<file path="src/rtl/hier_pkg.sv">
// hier_pkg: shared types and channel indices for the CORDIC scheduler slice
package hier_pkg;
  typedef enum logic [1:0] {IDLE, ISSUE, WAIT, OUT} sched_state_t;
  localparam int CH_U = 0;
  localparam int CH_LL = 1;
  localparam int CH_LR = 2;
  localparam int NUM_CH = 3;
  localparam int COORD_W = 16;
  localparam int ANGLE_W = 32;
  typedef logic signed [COORD_W-1:0] coord_t;
  typedef logic [ANGLE_W-1:0] angle_t;
endpackage

</file>
<file path="src/rtl/cordic_sched_if.sv">
// cordic_sched_if: frame input, shared CORDIC port and per-channel output bundle
interface cordic_sched_if import hier_pkg::*; #(
  parameter int COORD_DEPTH = 16,
  parameter int ANGLE_DEPTH = 32
);
  logic frame_valid;
  logic frame_ready;
  logic signed [COORD_DEPTH-1:0] x_u, y_u, x_ll, y_ll, x_lr, y_lr;
  logic cordic_start;
  logic signed [COORD_DEPTH-1:0] cordic_x, cordic_y;
  logic [ANGLE_DEPTH-1:0] cordic_angle;
  logic cordic_rdy;
  logic [ANGLE_DEPTH-1:0] ch_angle;
  logic [NUM_CH-1:0] ch_valid;
  logic [NUM_CH-1:0] ch_ready;
  logic busy;
  logic [15:0] frame_cnt;
  logic err;
  modport master (
    input frame_valid, x_u, y_u, x_ll, y_ll, x_lr, y_lr, cordic_angle, cordic_rdy, ch_ready,
    output frame_ready, cordic_start, cordic_x, cordic_y, ch_angle, ch_valid, busy, frame_cnt, err
  );
  modport slave (
    output frame_valid, x_u, y_u, x_ll, y_ll, x_lr, y_lr, cordic_angle, cordic_rdy, ch_ready,
    input frame_ready, cordic_start, cordic_x, cordic_y, ch_angle, ch_valid, busy, frame_cnt, err
  );
endinterface

</file>
<file path="src/rtl/sched_wdog.sv">
// sched_wdog: counts WAIT cycles and flags when LIMIT is reached without a result
module sched_wdog #(
  parameter int LIMIT = 36
) (
  input  logic clk,
  input  logic rst_n,
  input  logic clr,
  input  logic en,
  output logic timeout
);
  localparam int W = $clog2(LIMIT + 1);
  logic [W-1:0] cnt;
  always_ff @(posedge clk or negedge rst_n) begin
    if (!rst_n) cnt <= '0;
    else if (clr) cnt <= '0;
    else if (en) cnt <= cnt + 1'b1;
  end
  assign timeout = en && cnt == W'(LIMIT - 1);
endmodule

</file>
<file path="src/rtl/cordic_sched.sv">
// cordic_sched: shares one CORDIC across the U, LL, LR limb vectors of each frame.
// Define CORDIC_SCHED_TIMEOUT_EN to add the WAIT watchdog and sticky err.
module cordic_sched import hier_pkg::*; #(
  parameter int COORD_DEPTH = 16,
  parameter int ANGLE_DEPTH = 32,
  parameter int ITERATIONS = 16
) (
  input logic clk,
  input logic rst_n,
  cordic_sched_if.master bus
);
  sched_state_t state, nxt;
  logic [1:0] sel;
  logic [NUM_CH-1:0][COORD_DEPTH-1:0] xs, ys;
  logic timeout, last, xfer;
  assign last = sel == 2'(CH_LR);
  assign xfer = state == OUT && bus.ch_ready[sel];
`ifdef CORDIC_SCHED_TIMEOUT_EN
  sched_wdog #(.LIMIT(2 * ITERATIONS + 4)) u_wdog (
    .clk(clk),
    .rst_n(rst_n),
    .clr(state == ISSUE),
    .en(state == WAIT),
    .timeout(timeout)
  );
  // a result arriving on the deadline cycle wins over the watchdog
  always_ff @(posedge clk or negedge rst_n) begin
    if (!rst_n) bus.err <= 1'b0;
    else if (timeout && !bus.cordic_rdy) bus.err <= 1'b1;
  end
`else
  assign timeout = 1'b0;
  assign bus.err = 1'b0;
`endif
  always_ff @(posedge clk or negedge rst_n) begin
    if (!rst_n) state <= IDLE;
    else state <= nxt;
  end
  always_ff @(posedge clk or negedge rst_n) begin
    if (!rst_n) begin
      sel <= '0;
      xs <= '0;
      ys <= '0;
      bus.ch_angle <= '0;
      bus.frame_cnt <= '0;
    end else begin
      if (state == IDLE && bus.frame_valid) begin
        sel <= '0;
        xs <= {bus.x_lr, bus.x_ll, bus.x_u};
        ys <= {bus.y_lr, bus.y_ll, bus.y_u};
      end
      if (state == WAIT && (bus.cordic_rdy || timeout)) bus.ch_angle <= bus.cordic_rdy ? bus.cordic_angle : '0;
      if (xfer) begin
        sel <= last ? sel : sel + 2'd1;
        bus.frame_cnt <= bus.frame_cnt + 16'(last);
      end
    end
  end
  always_comb begin
    nxt = state;
    case (state)
      IDLE:    nxt = bus.frame_valid ? ISSUE : IDLE;
      ISSUE:   nxt = WAIT;
      WAIT:    nxt = (bus.cordic_rdy || timeout) ? OUT : WAIT;
      OUT:     nxt = xfer ? (last ? IDLE : ISSUE) : OUT;
      default: nxt = IDLE;
    endcase
  end
  always_comb begin
    bus.frame_ready = state == IDLE;
    bus.busy = state != IDLE;
    bus.cordic_start = state == ISSUE;
    bus.cordic_x = xs[sel];
    bus.cordic_y = ys[sel];
    bus.ch_valid = state == OUT ? 3'b001 << sel : '0;
  end
endmodule
</file>
<file path="src/flat_wrapper.sv">
// flat-port wrapper written by rule: the top's interface ports become plain ports
module cordic_sched_flat import hier_pkg::*;
#(
  parameter int COORD_DEPTH = 16,
  parameter int ANGLE_DEPTH = 32,
  parameter int ITERATIONS = 16
)
  (clk, rst_n, bus_frame_valid, bus_x_u, bus_y_u, bus_x_ll, bus_y_ll, bus_x_lr, bus_y_lr, bus_cordic_angle, bus_cordic_rdy, bus_ch_ready, bus_frame_ready, bus_cordic_start, bus_cordic_x, bus_cordic_y, bus_ch_angle, bus_ch_valid, bus_busy, bus_frame_cnt, bus_err);
  cordic_sched_if #(.COORD_DEPTH(COORD_DEPTH), .ANGLE_DEPTH(ANGLE_DEPTH)) bus_i ();
  input logic clk;
  input logic rst_n;
  input wire logic [$bits(bus_i.frame_valid)-1:0] bus_frame_valid;
  input wire logic [$bits(bus_i.x_u)-1:0] bus_x_u;
  input wire logic [$bits(bus_i.y_u)-1:0] bus_y_u;
  input wire logic [$bits(bus_i.x_ll)-1:0] bus_x_ll;
  input wire logic [$bits(bus_i.y_ll)-1:0] bus_y_ll;
  input wire logic [$bits(bus_i.x_lr)-1:0] bus_x_lr;
  input wire logic [$bits(bus_i.y_lr)-1:0] bus_y_lr;
  input wire logic [$bits(bus_i.cordic_angle)-1:0] bus_cordic_angle;
  input wire logic [$bits(bus_i.cordic_rdy)-1:0] bus_cordic_rdy;
  input wire logic [$bits(bus_i.ch_ready)-1:0] bus_ch_ready;
  output wire logic [$bits(bus_i.frame_ready)-1:0] bus_frame_ready;
  output wire logic [$bits(bus_i.cordic_start)-1:0] bus_cordic_start;
  output wire logic [$bits(bus_i.cordic_x)-1:0] bus_cordic_x;
  output wire logic [$bits(bus_i.cordic_y)-1:0] bus_cordic_y;
  output wire logic [$bits(bus_i.ch_angle)-1:0] bus_ch_angle;
  output wire logic [$bits(bus_i.ch_valid)-1:0] bus_ch_valid;
  output wire logic [$bits(bus_i.busy)-1:0] bus_busy;
  output wire logic [$bits(bus_i.frame_cnt)-1:0] bus_frame_cnt;
  output wire logic [$bits(bus_i.err)-1:0] bus_err;
  assign bus_i.frame_valid = bus_frame_valid;
  assign bus_i.x_u = bus_x_u;
  assign bus_i.y_u = bus_y_u;
  assign bus_i.x_ll = bus_x_ll;
  assign bus_i.y_ll = bus_y_ll;
  assign bus_i.x_lr = bus_x_lr;
  assign bus_i.y_lr = bus_y_lr;
  assign bus_i.cordic_angle = bus_cordic_angle;
  assign bus_i.cordic_rdy = bus_cordic_rdy;
  assign bus_i.ch_ready = bus_ch_ready;
  assign bus_frame_ready = bus_i.frame_ready;
  assign bus_cordic_start = bus_i.cordic_start;
  assign bus_cordic_x = bus_i.cordic_x;
  assign bus_cordic_y = bus_i.cordic_y;
  assign bus_ch_angle = bus_i.ch_angle;
  assign bus_ch_valid = bus_i.ch_valid;
  assign bus_busy = bus_i.busy;
  assign bus_frame_cnt = bus_i.frame_cnt;
  assign bus_err = bus_i.err;
  cordic_sched #(.COORD_DEPTH(COORD_DEPTH), .ANGLE_DEPTH(ANGLE_DEPTH), .ITERATIONS(ITERATIONS)) u_core (.clk(clk), .rst_n(rst_n), .bus(bus_i));
endmodule
</file>
<file path="config.mk">
export PLATFORM = sky130hd
export DESIGN_NAME = cordic_sched_flat
export DESIGN_NICKNAME = d
export VERILOG_FILES = /design/src/rtl/hier_pkg.sv /design/src/rtl/cordic_sched_if.sv /design/src/rtl/sched_wdog.sv /design/src/rtl/cordic_sched.sv /design/src/flat_wrapper.sv
export SDC_FILE = /design/constraint.sdc
export NUM_CORES = 1
export LEC_CHECK = 0
export CAP_MARGIN = 40
export CORE_ASPECT_RATIO = 0.8
export CORE_MARGIN = 2
export CORE_UTILIZATION = 46
export DETAILED_ROUTE_END_ITERATION = 16
export HOLD_SLACK_MARGIN = 0.03
export PLACE_DENSITY = 0.81
export SYNTH_ARGS = -nofsm -noshare
export SYNTH_HDL_FRONTEND = slang
export SYNTH_HIERARCHICAL = 1
export SYNTH_SLANG_ARGS = --single-unit
export TNS_END_PERCENT = 1
</file>
<file path="constraint.sdc">
create_clock -name clk -period 2.7 [get_ports clk]
set_input_delay 0.54 -clock clk [delete_from_list [all_inputs] [get_ports clk]]
set_output_delay 0.54 -clock clk [all_outputs]
set_load 0.05 [all_outputs]
</file>
# Word-level counts from Yosys, hierarchy flattened
# Index checks and enable logic that the tools add are counted.
[op_classes]
reduce_logical = 7
mux = 16
shifts = 1
add_sub_neg = 2
order_cmp = 1
eq_ne = 5
[op_table]
columns = ["operator", "n"]
rows = [
  ["16-bit binary-select mux with 2-bit select", 2],
  ["16-bit two-way mux", 2],
  ["32-bit two-way mux", 1],
  ["16-bit by 1-bit adder with 16-bit output", 1],
  ["2-bit two-way mux", 4],
  ["2-bit case mux with 4 select lines", 1],
  ["2-bit == test (second input constant)", 3],
  ["1-bit two-way mux", 4],
  ["2-bit nonzero test", 2],
  ["1-bit logical AND", 3],
  ["2-bit by 3-bit < comparator with 1-bit output (second input constant)", 1],
  ["3-bit two-way mux", 1],
  ["1-bit by 2-bit << shifter with 3-bit output (first input constant)", 1],
  ["2-bit by 1-bit adder with 2-bit output (second input constant)", 1],
  ["1-bit binary-select mux with 2-bit select", 1],
  ["2-bit by 1-bit == test with 1-bit output (second input constant)", 1],
  ["2-bit logical NOT", 1],
  ["2-bit != test (second input constant)", 1],
  ["2-bit AND reduction", 1],
]
[word_totals]
elab_cells = 42
ff_bits = 148
inputBits = 135

# Logic depth before layout (Yosys ltp)
[logic_depth]
depth_word = 5
depth_mapped = 9
mapped_depth_nobuf = 7

# Worst setup path after synthesis
# OpenSTA, ideal clock, no wires.
[synth_timing]
kind = "register to output"
from = "reg u_core.sel[1]"
to = "out bus_cordic_x[0]"
arrival_time_ns = 1.953
path_slack_ns = 0.207
path_stages_with_launch = 5
cell_sequence = "dfrtp_1 -> buf_4 -> buf_2 -> mux2i_1 -> o21ai_0"
[synth_between]
elab_chain_cells = 2
[synth_lines]
columns = ["element", "line", "source"]
rows = [
  ["from (decl)", "cordic_sched.sv:13", "logic [1:0] sel;"],
  ["from (signal assigned)", "cordic_sched.sv:54", "sel <= last ? sel : sel + 2'd1;"],
  ["16-bit binary-select mux with 2-bit select", "cordic_sched.sv:73", "bus.cordic_x = xs[sel];"],
  ["16-bit two-way mux (implied by the code)", "cordic_sched.sv:73", ""],
  ["to (decl)", "flat_wrapper.sv:24", "output wire logic [$bits(bus_i.cordic_x)-1:0] bus_cordic_x;"],
]
# No other way between the ends. The select of a mux whose other input is x is not followed.

# Worst setup path after layout
[layout_timing]
from = "reg u_core.sel[1]"
to = "out bus_cordic_x[13]"
# Same word-level chain as after synthesis.

==> results.txt <==
#FFs+latches synth = 148
Count of cell types in the netlist = 32
Std-Cell Rows = 38
Fin nets = 844
I/O Buffers = 220
Clk root buf = clkbuf_16
Detailed-route via count = 4663
Largest net degree at the start of global routing = 62
CP arrival = 2.00 ns
H-tree levels = 4
DRT Wirelength = 16.6 mm
Worst setup SP type = flip-flop
Cells after Synth = 486
Pleak = 4.56 nW
Synth warn = 6
HP Class = in -> async
Syn_nets = 626
Crit path kind = reg -> out
N_diodes = 0
Initial core utilization = 47.5%
Drc violations = 0
Synth-to-Final Area Change = 50.4%
Commonest cells post-synth = dfrtp_1 (148), mux2_2 (131), mux2i_1 (33), nand2_1 (33), o21ai_0 (33)
Crit path cell chain = nor2_2 -> buf_4 -> nand2_1 -> o21ai_0 -> buf_12
Clock Latency Late Sink = 0.41 ns
CTS max path bufs = 2
CTS resizes = 0
Rel. slew slack = 60.4%
Power Dens Cells = 531 nW/µm²
Number of synthesized flops with an enable pin = 0
Tmin final = 2.54 ns
Share of layout cells above drive strength 1 = 28.9%
Clk_skew = 0.00647 ns
Initial drt markers = 205
Num ports = 222
Critical path's top delay family = flip-flops
Slowest CP cell = dfrtp_4
R2R depth = 6
Syn Area/Cell = 13.3 µm²
Tcrit/Tclk final = 94.0%
DRT antenna net count = 0
Ys async rst share = 100%
R2R Path Start = u_core/sel[1]
CTS Hold Bufs = 0
Placed Area = 9200 µm²
Peak VDD IR = 0.488 mV
CTS Buf Count = 17
CTS tree = built
Peak Freq = 394 MHz
Max Cap Viol = 0
Ys flop type = dfrtp_1
Slew @ Worst Pin = 0.592 ns
Register area share after synthesis = 57.1%
Fin. Hold Viols = 0
GRT overflow = 0
Initial antenna violation count = 0
RSZ-0062 raised after global routing = false
Die ar. = 15100 µm²
DP HPWL = 12.0 mm
Outcome = finished clean
Hold slack = 0.101 ns
CP Capture Type = output port
DIE WIDTH = 137 µm
Worst setup margin = 0.162 ns
Setup slack, reg-to-reg = 0.63 ns
Cell with the most instances after synthesis = dfrtp_1
Via density per instance = 5.20
Post-Syn Area = 6490 µm²
Drt first pass iters = 4
Place WS = 0.553 ns
Crit Reg-Reg Endpoint = u_core/bus.frame_cnt[5]
Post-synth top area cell = dfrtp_1
Wire per inst = 18.6 µm
CP max FO = 32
Top-area cell type share of the netlist area = 57.1%
Overall routing resource usage = 23.3%
GPL Wtd Cong = 0.782
Final Max Tran Viols = 0
Synth area leaders = dfrtp_1 (57%), mux2_2 (23%), mux2i_1 (5.1%), o21ai_0 (2.5%), nand2_1 (1.9%)
Core area = 13600 µm²
Slowest Stage Delay on Critical Path = 0.61 ns
Postcts setup bufs = 0
Fill count = 906
Worst Path Buf+Inv = 2
Die Y = 110 µm
Req. time, crit path = 2.16 ns
Vias in the first global route = 5010
# clock sinks = 148
Total negative slack = 0 ns
Final instance area = 9750 µm²
First-pass GRT wire length = 26.4 mm
Clock-pin slew on the worst setup and hold paths = 0.06 ns
Final setup vio count = 0
[routing by layer]
layer	part of all wire (%)	vias up	GRT usage (%)
met2	49	174	38.6
met5	0	-	0
li1	-	2151	-
met4	1.7	0	7.36
met1	40	2320	28.1
met3	9.3	18	9.24
[cell type report]
| cell class | count | area [µm²] | share of cell area [%] |
|---|---|---|---|
| flip-flops and latches | 148 | 3710 | 38.0 |
| repair buffers | 231 | 2650 | 27.2 |
| multi-input cells | 300 | 2590 | 26.6 |
| clock buffers | 27 | 483 | 4.95 |
| well taps | 180 | 225 | 2.31 |
| clock inverters | 4 | 72.6 | 0.744 |
| inverters | 6 | 22.5 | 0.231 |
[registers in the layout, indices dropped and copies added (netlist names)]
name / cells
u_core/xs: 48
u_core/ys: 48
u_core/bus.ch_angle: 32
u_core/bus.frame_cnt: 16
u_core/sel: 2
u_core/state: 2
[power breakdown]
| group | total [mW] | internal (mW) | leakage [nW] | switching, mW |
|---|---|---|---|---|
| sequential | 2.30 | 2.28 | 2.00 | 0.0293 |
| clock | 2.25 | 1.40 | 0.266 | 0.844 |
| combinational | 0.630 | 0.304 | 2.30 | 0.326 |
| total | 5.18 | 3.98 | 4.56 | 1.20 |
[cell families after synthesis]
family	count (synthesis)	synth area share, %
other	1	0.0578
multiplexers	164	27.8
flip-flops	148	57.1
buffers and inverters	38	2.99
adder cells (fa/ha/maj)	5	0.964
AO/OA/AOI/OAI	37	3.03
AND/OR/NAND/NOR	79	6.15
XOR/XNOR	14	1.89
[stage by stage]
| step | std cells | util [%] | power (mW) |
|---|---|---|---|
| after global routing | 896 | 71.5 | 5.37 |
| after floorplan | 486 | - | 2.59 |
| final | 896 | 71.5 | 5.18 |
| after global placement | 865 | 67.4 | 2.96 |
| after detailed placement | 865 | 67.4 | 2.98 |
| after CTS | 896 | 71.5 | 5.23 |
[placed cells by master (no fill, tap or decap), types with 2 or more instances in the layout]
master           netlist  routed
and3_1                 9       9
xnor2_1               14      14
buf_4                  2      10
inv_1                  6       6
nand2_1               33      33
clkbuf_1              10       8
clkbuf_8               0       2
bufinv_16              0       2
clkdlybuf4s50_1        0     184
o21ai_0               33      33
nor4_1                 3       3
nand4_1               13      13
dfrtp_1              148     147
nor3_1                 2       2
nor2_1                 5       4
clkbuf_16              0      17
nor2_2                 1       2
ha_1                   5       5
mux2i_1               33      33
mux2_2               131     131
nand3_1                5       5
buf_12                 0      36
nand3b_1               2       2
[how the worst max path moves through the flow]
stage,startpoint,to,slack (ns),cells after the start
floorplan,u_core/sel[1],bus_cordic_x[0],0.21,4
global placement,u_core/sel[1],bus_cordic_y[14],0.57,4
detailed placement,u_core/sel[1],bus_cordic_y[14],0.55,4
CTS,u_core/sel[1],bus_cordic_y[14],0.10,4
global route,u_core/sel[1],bus_cordic_x[13],0.02,5
finish,u_core/sel[1],bus_cordic_x[13],0.16,5
Note: power is estimated with default switching activity, not from simulation.
